File: src/rtl/spi_master.sv
// SPI master for a simple 7-bit-address register memory.
// Each transaction is one 16-bit frame {addr, rnw, wdata}, shifted out MSB first.
// SCLK idles low. MOSI changes at the start of each low phase.
// MISO is sampled in the last clk cycle of each high phase.
// The frame is followed by a HOLD period (CS still low) and then a GAP period
// (CS high, busy still asserted).
module spi_master #(
  parameter int CLKDIV = 8
) (
  input  logic       clk,
  input  logic       reset,
  input  logic       start,
  input  logic       rnw,
  input  logic [6:0] addr,
  input  logic [7:0] wdata,
  output logic       busy,
  output logic       done,
  output logic [7:0] rdata,
  output logic       sclk_pin,
  output logic       cs_pin,
  output logic       mosi_pin,
  input  logic       miso_pin
);

  typedef enum logic [1:0] {
    IDLE  = 2'd0,
    SHIFT = 2'd1,
    HOLD  = 2'd2,
    GAP   = 2'd3
  } state_t;

  // Terminal value of the divider; one SCLK phase spans CLKDIV clk cycles.
  localparam logic [7:0] DIV_LAST = 8'(CLKDIV - 1);

  state_t      state_r;
  logic [7:0]  div_cnt_r;
  logic [3:0]  bit_cnt_r;
  logic [15:0] frame_r;
  logic [7:0]  rx_shift_r;

  // Frame sequencer: drives every output straight from a flop.
  always_ff @(posedge clk) begin
    if (reset) begin
      state_r    <= IDLE;
      div_cnt_r  <= 8'd0;
      bit_cnt_r  <= 4'd0;
      frame_r    <= 16'h0000;
      rx_shift_r <= 8'h00;
      busy       <= 1'b0;
      done       <= 1'b0;
      rdata      <= 8'h00;
      sclk_pin   <= 1'b0;
      cs_pin     <= 1'b1;
      mosi_pin   <= 1'b0;
    end else begin
      // done is a single-cycle pulse; it is raised only on entry to GAP.
      done <= 1'b0;
      case (state_r)
        IDLE: begin
          // busy is the registered flag, so a start in the cycle busy falls
          // has already been rejected while the FSM was still in GAP.
          if (start && !busy) begin
            frame_r   <= {addr, rnw, wdata};
            mosi_pin  <= addr[6];
            cs_pin    <= 1'b0;
            busy      <= 1'b1;
            sclk_pin  <= 1'b0;
            div_cnt_r <= 8'd0;
            bit_cnt_r <= 4'd15;
            state_r   <= SHIFT;
          end
        end
        SHIFT: begin
          if (div_cnt_r == DIV_LAST) begin
            div_cnt_r <= 8'd0;
            if (!sclk_pin) begin
              sclk_pin <= 1'b1;
            end else begin
              // End of the high phase: sample MISO before SCLK falls.
              // Only the last eight samples (the data byte) survive.
              sclk_pin   <= 1'b0;
              rx_shift_r <= {rx_shift_r[6:0], miso_pin};
              if (bit_cnt_r == 4'd0) begin
                state_r <= HOLD;
              end else begin
                bit_cnt_r <= bit_cnt_r - 4'd1;
                mosi_pin  <= frame_r[bit_cnt_r - 4'd1];
              end
            end
          end else begin
            div_cnt_r <= div_cnt_r + 8'd1;
          end
        end
        HOLD: begin
          if (div_cnt_r == DIV_LAST) begin
            div_cnt_r <= 8'd0;
            cs_pin    <= 1'b1;
            mosi_pin  <= 1'b0;
            done      <= 1'b1;
            state_r   <= GAP;
            // frame_r[8] is the latched RnW bit.
            if (frame_r[8]) begin
              rdata <= rx_shift_r;
            end
          end else begin
            div_cnt_r <= div_cnt_r + 8'd1;
          end
        end
        GAP: begin
          if (div_cnt_r == DIV_LAST) begin
            div_cnt_r <= 8'd0;
            busy      <= 1'b0;
            state_r   <= IDLE;
          end else begin
            div_cnt_r <= div_cnt_r + 8'd1;
          end
        end
        default: begin
          state_r   <= IDLE;
          div_cnt_r <= 8'd0;
          bit_cnt_r <= 4'd0;
          busy      <= 1'b0;
          sclk_pin  <= 1'b0;
          cs_pin    <= 1'b1;
          mosi_pin  <= 1'b0;
        end
      endcase
    end
  end

endmodule

File: config.mk
export PLATFORM = sky130hd
export DESIGN_NAME = spi_master
export DESIGN_NICKNAME = d
export VERILOG_FILES = /design/src/rtl/spi_master.sv
export SDC_FILE = /design/constraint.sdc
export NUM_CORES = 1
export LEC_CHECK = 0
export BUFFER_PORTS_ARGS = -buffer_cell sky130_fd_sc_hd__buf_2
export CAP_MARGIN = 30
export CORE_MARGIN = 2
export CORE_UTILIZATION = 50
export CTS_BUF_LIST = sky130_fd_sc_hd__clkbuf_8
export DETAILED_ROUTE_END_ITERATION = 10
export GPL_TIMING_DRIVEN = 0
export PLACE_DENSITY = 0.68
export RECOVER_POWER = 100
export SYNTH_ARGS = -nofsm -noshare
export SYNTH_HDL_FRONTEND = slang
export SYNTH_SLANG_ARGS = --single-unit
File: constraint.sdc
create_clock -name clk -period 2.9 [get_ports clk]
set_input_delay 0.29 -clock clk [delete_from_list [all_inputs] [get_ports clk]]
set_output_delay 0.29 -clock clk [all_outputs]
set_load 0.01 [all_outputs]
==> flow_summary_export.csv <==
group,metric,value,unit
outcome,outcome,"completed",
placed_design,port_buffers,31,
run,drv_cap,0,
detailed_routing,via_count,1798,
yosys,synth_seq_cells,51,
hold_path,hold_path_class,"input port to flop",
yosys,synth_warnings,0,
final_layout,syn_to_final_growth,13.2,%
global_routing,antenna_found_initial,0,
setup_path,cpMaxStageDelayCell,"sky130_fd_sc_hd__nor2_1",
clock_network,cts.repair_timing.setup_buffer_count,0,
detailed_routing,drt_first_iter_violations,63,
sta,fin_crit_sh,0.865,
setup_path,critical_path.reg2reg.startpoint,"div_cnt_r[0]$_SDFFE_PP0N_",
sta,grt_setup_unrepaired,"false",
global_routing,grt.busiest_layer,"met2",
global_routing,gr-usage-met1,0.241,
setup_path,critPathKind,"flop to flop",
global_routing,grt_overflow_total,0,
detailed_routing,routedWlPerCell,12.6,µm
floorplan,num_rows,24,
final_layout,most_common_cell_after_layout_fill_and_taps_aside,"sky130_fd_sc_hd__dfxtp_1",
detailed_routing,avgViaCountPerCell,5.23,
floorplan,initial_utilization,0.522,
setup_path,critical_path_source_type,"flop",
detailed_routing,drt_pre_antenna_iters,4,
setup_path,worst_endpoint_required_time,3.08,ns
global_routing,first_pass_grt_wire_length,7340,µm
detailed_routing,route.antenna.remaining_nets,0,
global_routing,global_route.usage.met2,0.288,
final_layout,number_of_nets_in_the_layout,319,
placed_design,dpl.hpwl,3260,µm
clock_network,cts.root.buffer_cell,"sky130_fd_sc_hd__clkbuf_8",
yosys,synth_cells,253,
setup_path,critical_path.top_delay_family,"simple AND/OR/NAND/NOR gates",
clock_network,worst_skew_late_latency,0.30,ns
setup_path,cpPeakStageDelay,0.76,ns
sta,setup_viol,0,
hold_path,whs_endpoint,"frame_r[4]$_SDFFE_PP0P_",
sta,slew_headroom,0.374,
placed_design,dpl-instance-area,2510,µm²
global_routing,grt.met3_usage,0.0422,
yosys,number_of_distinct_library_cells_after_synthesis,40,
yosys,synth.cell_area,2290,µm²
sta,maxClockFrequency,399,MHz
clock_network,cts_buffers,5,
yosys,synth_edf_count,0,
clock_network,holdBufCountCts,0,
detailed_routing,postRouteWirelength,4350,µm
setup_path,crit_buf_inv,0,
clock_network,numClockSinks,51,
global_routing,grt_start_max_net_pins,18,
yosys,synth.avg_cell_area,9.05,µm²
setup_path,worstSetupEndpointType,"flop",
detailed_routing,post-route-drc-count,0,
hold_path,hold_start,"wdata[4]",
sta,setup-tns-final,0,ns
setup_path,chain_of_cells_forming_the_critical_path,"ha_1 -> nor4b_1 -> nand2_1 -> nor2_1 -> mux2i_1 -> nor2_1",
global_routing,grt_pass1_vias,1646,
setup_path,reg2reg_to,"rx_shift_r[4]$_SDFFE_PP0P_",
final_layout,finalInstanceArea,2590,µm²
hold_path,holdPathStages,3,
setup_path,critPathArrivalTime,2.69,ns
sta,timing_worst_slew_pin_value,0.936,ns
final_layout,final_cell_mix,"sky130_fd_sc_hd__dfxtp_1, sky130_fd_sc_hd__nand2_1, sky130_fd_sc_hd__nor2_1",
final_layout,antenna_cells,0,
sta,timing.final.hold_violations,0,
setup_path,cpMostUsedCell,"sky130_fd_sc_hd__nor2_1",
floorplan,die_x,71.7,µm
floorplan,die-height,71.7,µm
yosys,synthFlopType,"sky130_fd_sc_hd__dfxtp_1",
final_layout,drive_gt1_frac,0.123,
yosys,synth_nets,281,
sta,drv_slew,0,
sta,clock-skew-final,0.00423,ns
setup_path,slack_of_the_worst_reg_to_reg_path,0.39,ns
floorplan,io_pins,33,
sta,time_the_final_worst_path_needs_with_i_o_delays_and_setup,2.51,ns
clock_network,cts_resized,0,
global_routing,grt_util_all_layers,0.179,
clock_network,clk_path_buf_depth,2,
setup_path,worst-path-max-fanout,8,
floorplan,die_area,5130,µm²
floorplan,core-area,4380,µm²
power_and_ir_drop,p_per_area,817,nW/µm²
power_and_ir_drop,irDropWorstVdd,0.419,mV
yosys,postSynth.asyncResetShare,0,
placed_design,gp_congestion,0.790,
yosys,yosysSeqAreaShare,0.446,
clock_network,tritoncts,"built",
clock_network,cts-htree-levels,2,
setup_path,reg2reg_depth,6,
clock_network,clk_transition_reported_paths,0.09,ns
power_and_ir_drop,p_leak,0.988,nW
report_power, final:
group          total, W  internal, W  switching, W
Clock          0.000500     0.000260      0.000240
Combinational  0.000746     0.000320      0.000425
Sequential     0.000870     0.000799     0.0000717
Total           0.00212      0.00138      0.000737
state kept, by name, summed over array words and instances, names as in the netlist:
signal / count
busy: 1
frame_r: 16
rdata: 8
done: 1
bit_cnt_r: 4
cs_pin: 1
rx_shift_r: 8
sclk_pin: 1
state_r: 2
div_cnt_r: 8
mosi_pin: 1
stage by stage:
step	hold slack (ns)	utilization	total power (W)	setup WS, ns	std cells
after floorplan	0.426	-	0.00148	0.792	253
after global placement	0.441	0.572	0.00164	0.527	336
after detailed placement	0.449	0.572	0.00165	0.533	336
after CTS	0.206	0.598	0.00215	0.523	344
after global routing	0.212	0.591	0.00227	0.176	344
final	0.212	0.591	0.00212	0.391	344
how the worst max path moves through the flow:
stage / startpoint / end / slack [ns] / cells after the start
after CTS: div_cnt_r[0]$_SDFFE_PP0N_ / rdata[0]$_SDFFE_PP0P_ / 0.52 / 6
after global placement: div_cnt_r[0]$_SDFFE_PP0N_ / rdata[7]$_SDFFE_PP0P_ / 0.53 / 6
after floorplan: bit_cnt_r[0]$_SDFFE_PP0P_ / mosi_pin$_SDFFE_PP0P_ / 0.79 / 7
after global routing: div_cnt_r[0]$_SDFFE_PP0N_ / rx_shift_r[7]$_SDFFE_PP0P_ / 0.18 / 6
after detailed placement: div_cnt_r[0]$_SDFFE_PP0N_ / rdata[3]$_SDFFE_PP0P_ / 0.53 / 6
final: div_cnt_r[0]$_SDFFE_PP0N_ / rx_shift_r[4]$_SDFFE_PP0P_ / 0.39 / 6
synth_stat cells (all sizes together), types with 5 or more instances:
library cell	count	area share
ha	8	0.044
inv	7	0.011
o21ai	8	0.017
mux2i	16	0.070
xnor2	5	0.019
dfxtp	51	0.45
mux4	5	0.049
nand2	44	0.072
nor2	36	0.060
clkbuf	7	0.011
a21oi	23	0.050
cells by family after synthesis:
group                      Yosys count  synth area share
muxes                               22             0.124
xor gates and xnor gates             8            0.0306
DFF                                 51             0.446
AOI/OAI and AO/OA                   43             0.117
and+or+nand+nor                    104             0.209
adders and majority gates            8            0.0437
buffers and inverters               17            0.0290
worst min-delay path, cell delays in order:
cell,delay [ns]
sky130_fd_sc_hd__buf_2,0.09
sky130_fd_sc_hd__nand2_1,0.04
sky130_fd_sc_hd__a21oi_1,0.05
area by class of cell:
cell class	instances	area, µm²
fillers	403	1790
multi-input cells	185	1190
flip-flops and latches	51	1020
repair buffers	31	139
clock buffers	5	68.8
well taps	52	65.1
clock inverters	3	46.3
plain buffers	10	37.5
inverters	7	26.3
per-layer routing:
layer | wire, µm | vias up | part of all wire
met5 | 0 | - | 0
li1 | - | 943 | -
met1 | 2130 | 826 | 0.49
met3 | 133 | 5 | 0.031
met2 | 2020 | 24 | 0.47
met4 | 56 | 0 | 0.013
Note: power is estimated with default switching activity, not from simulation.
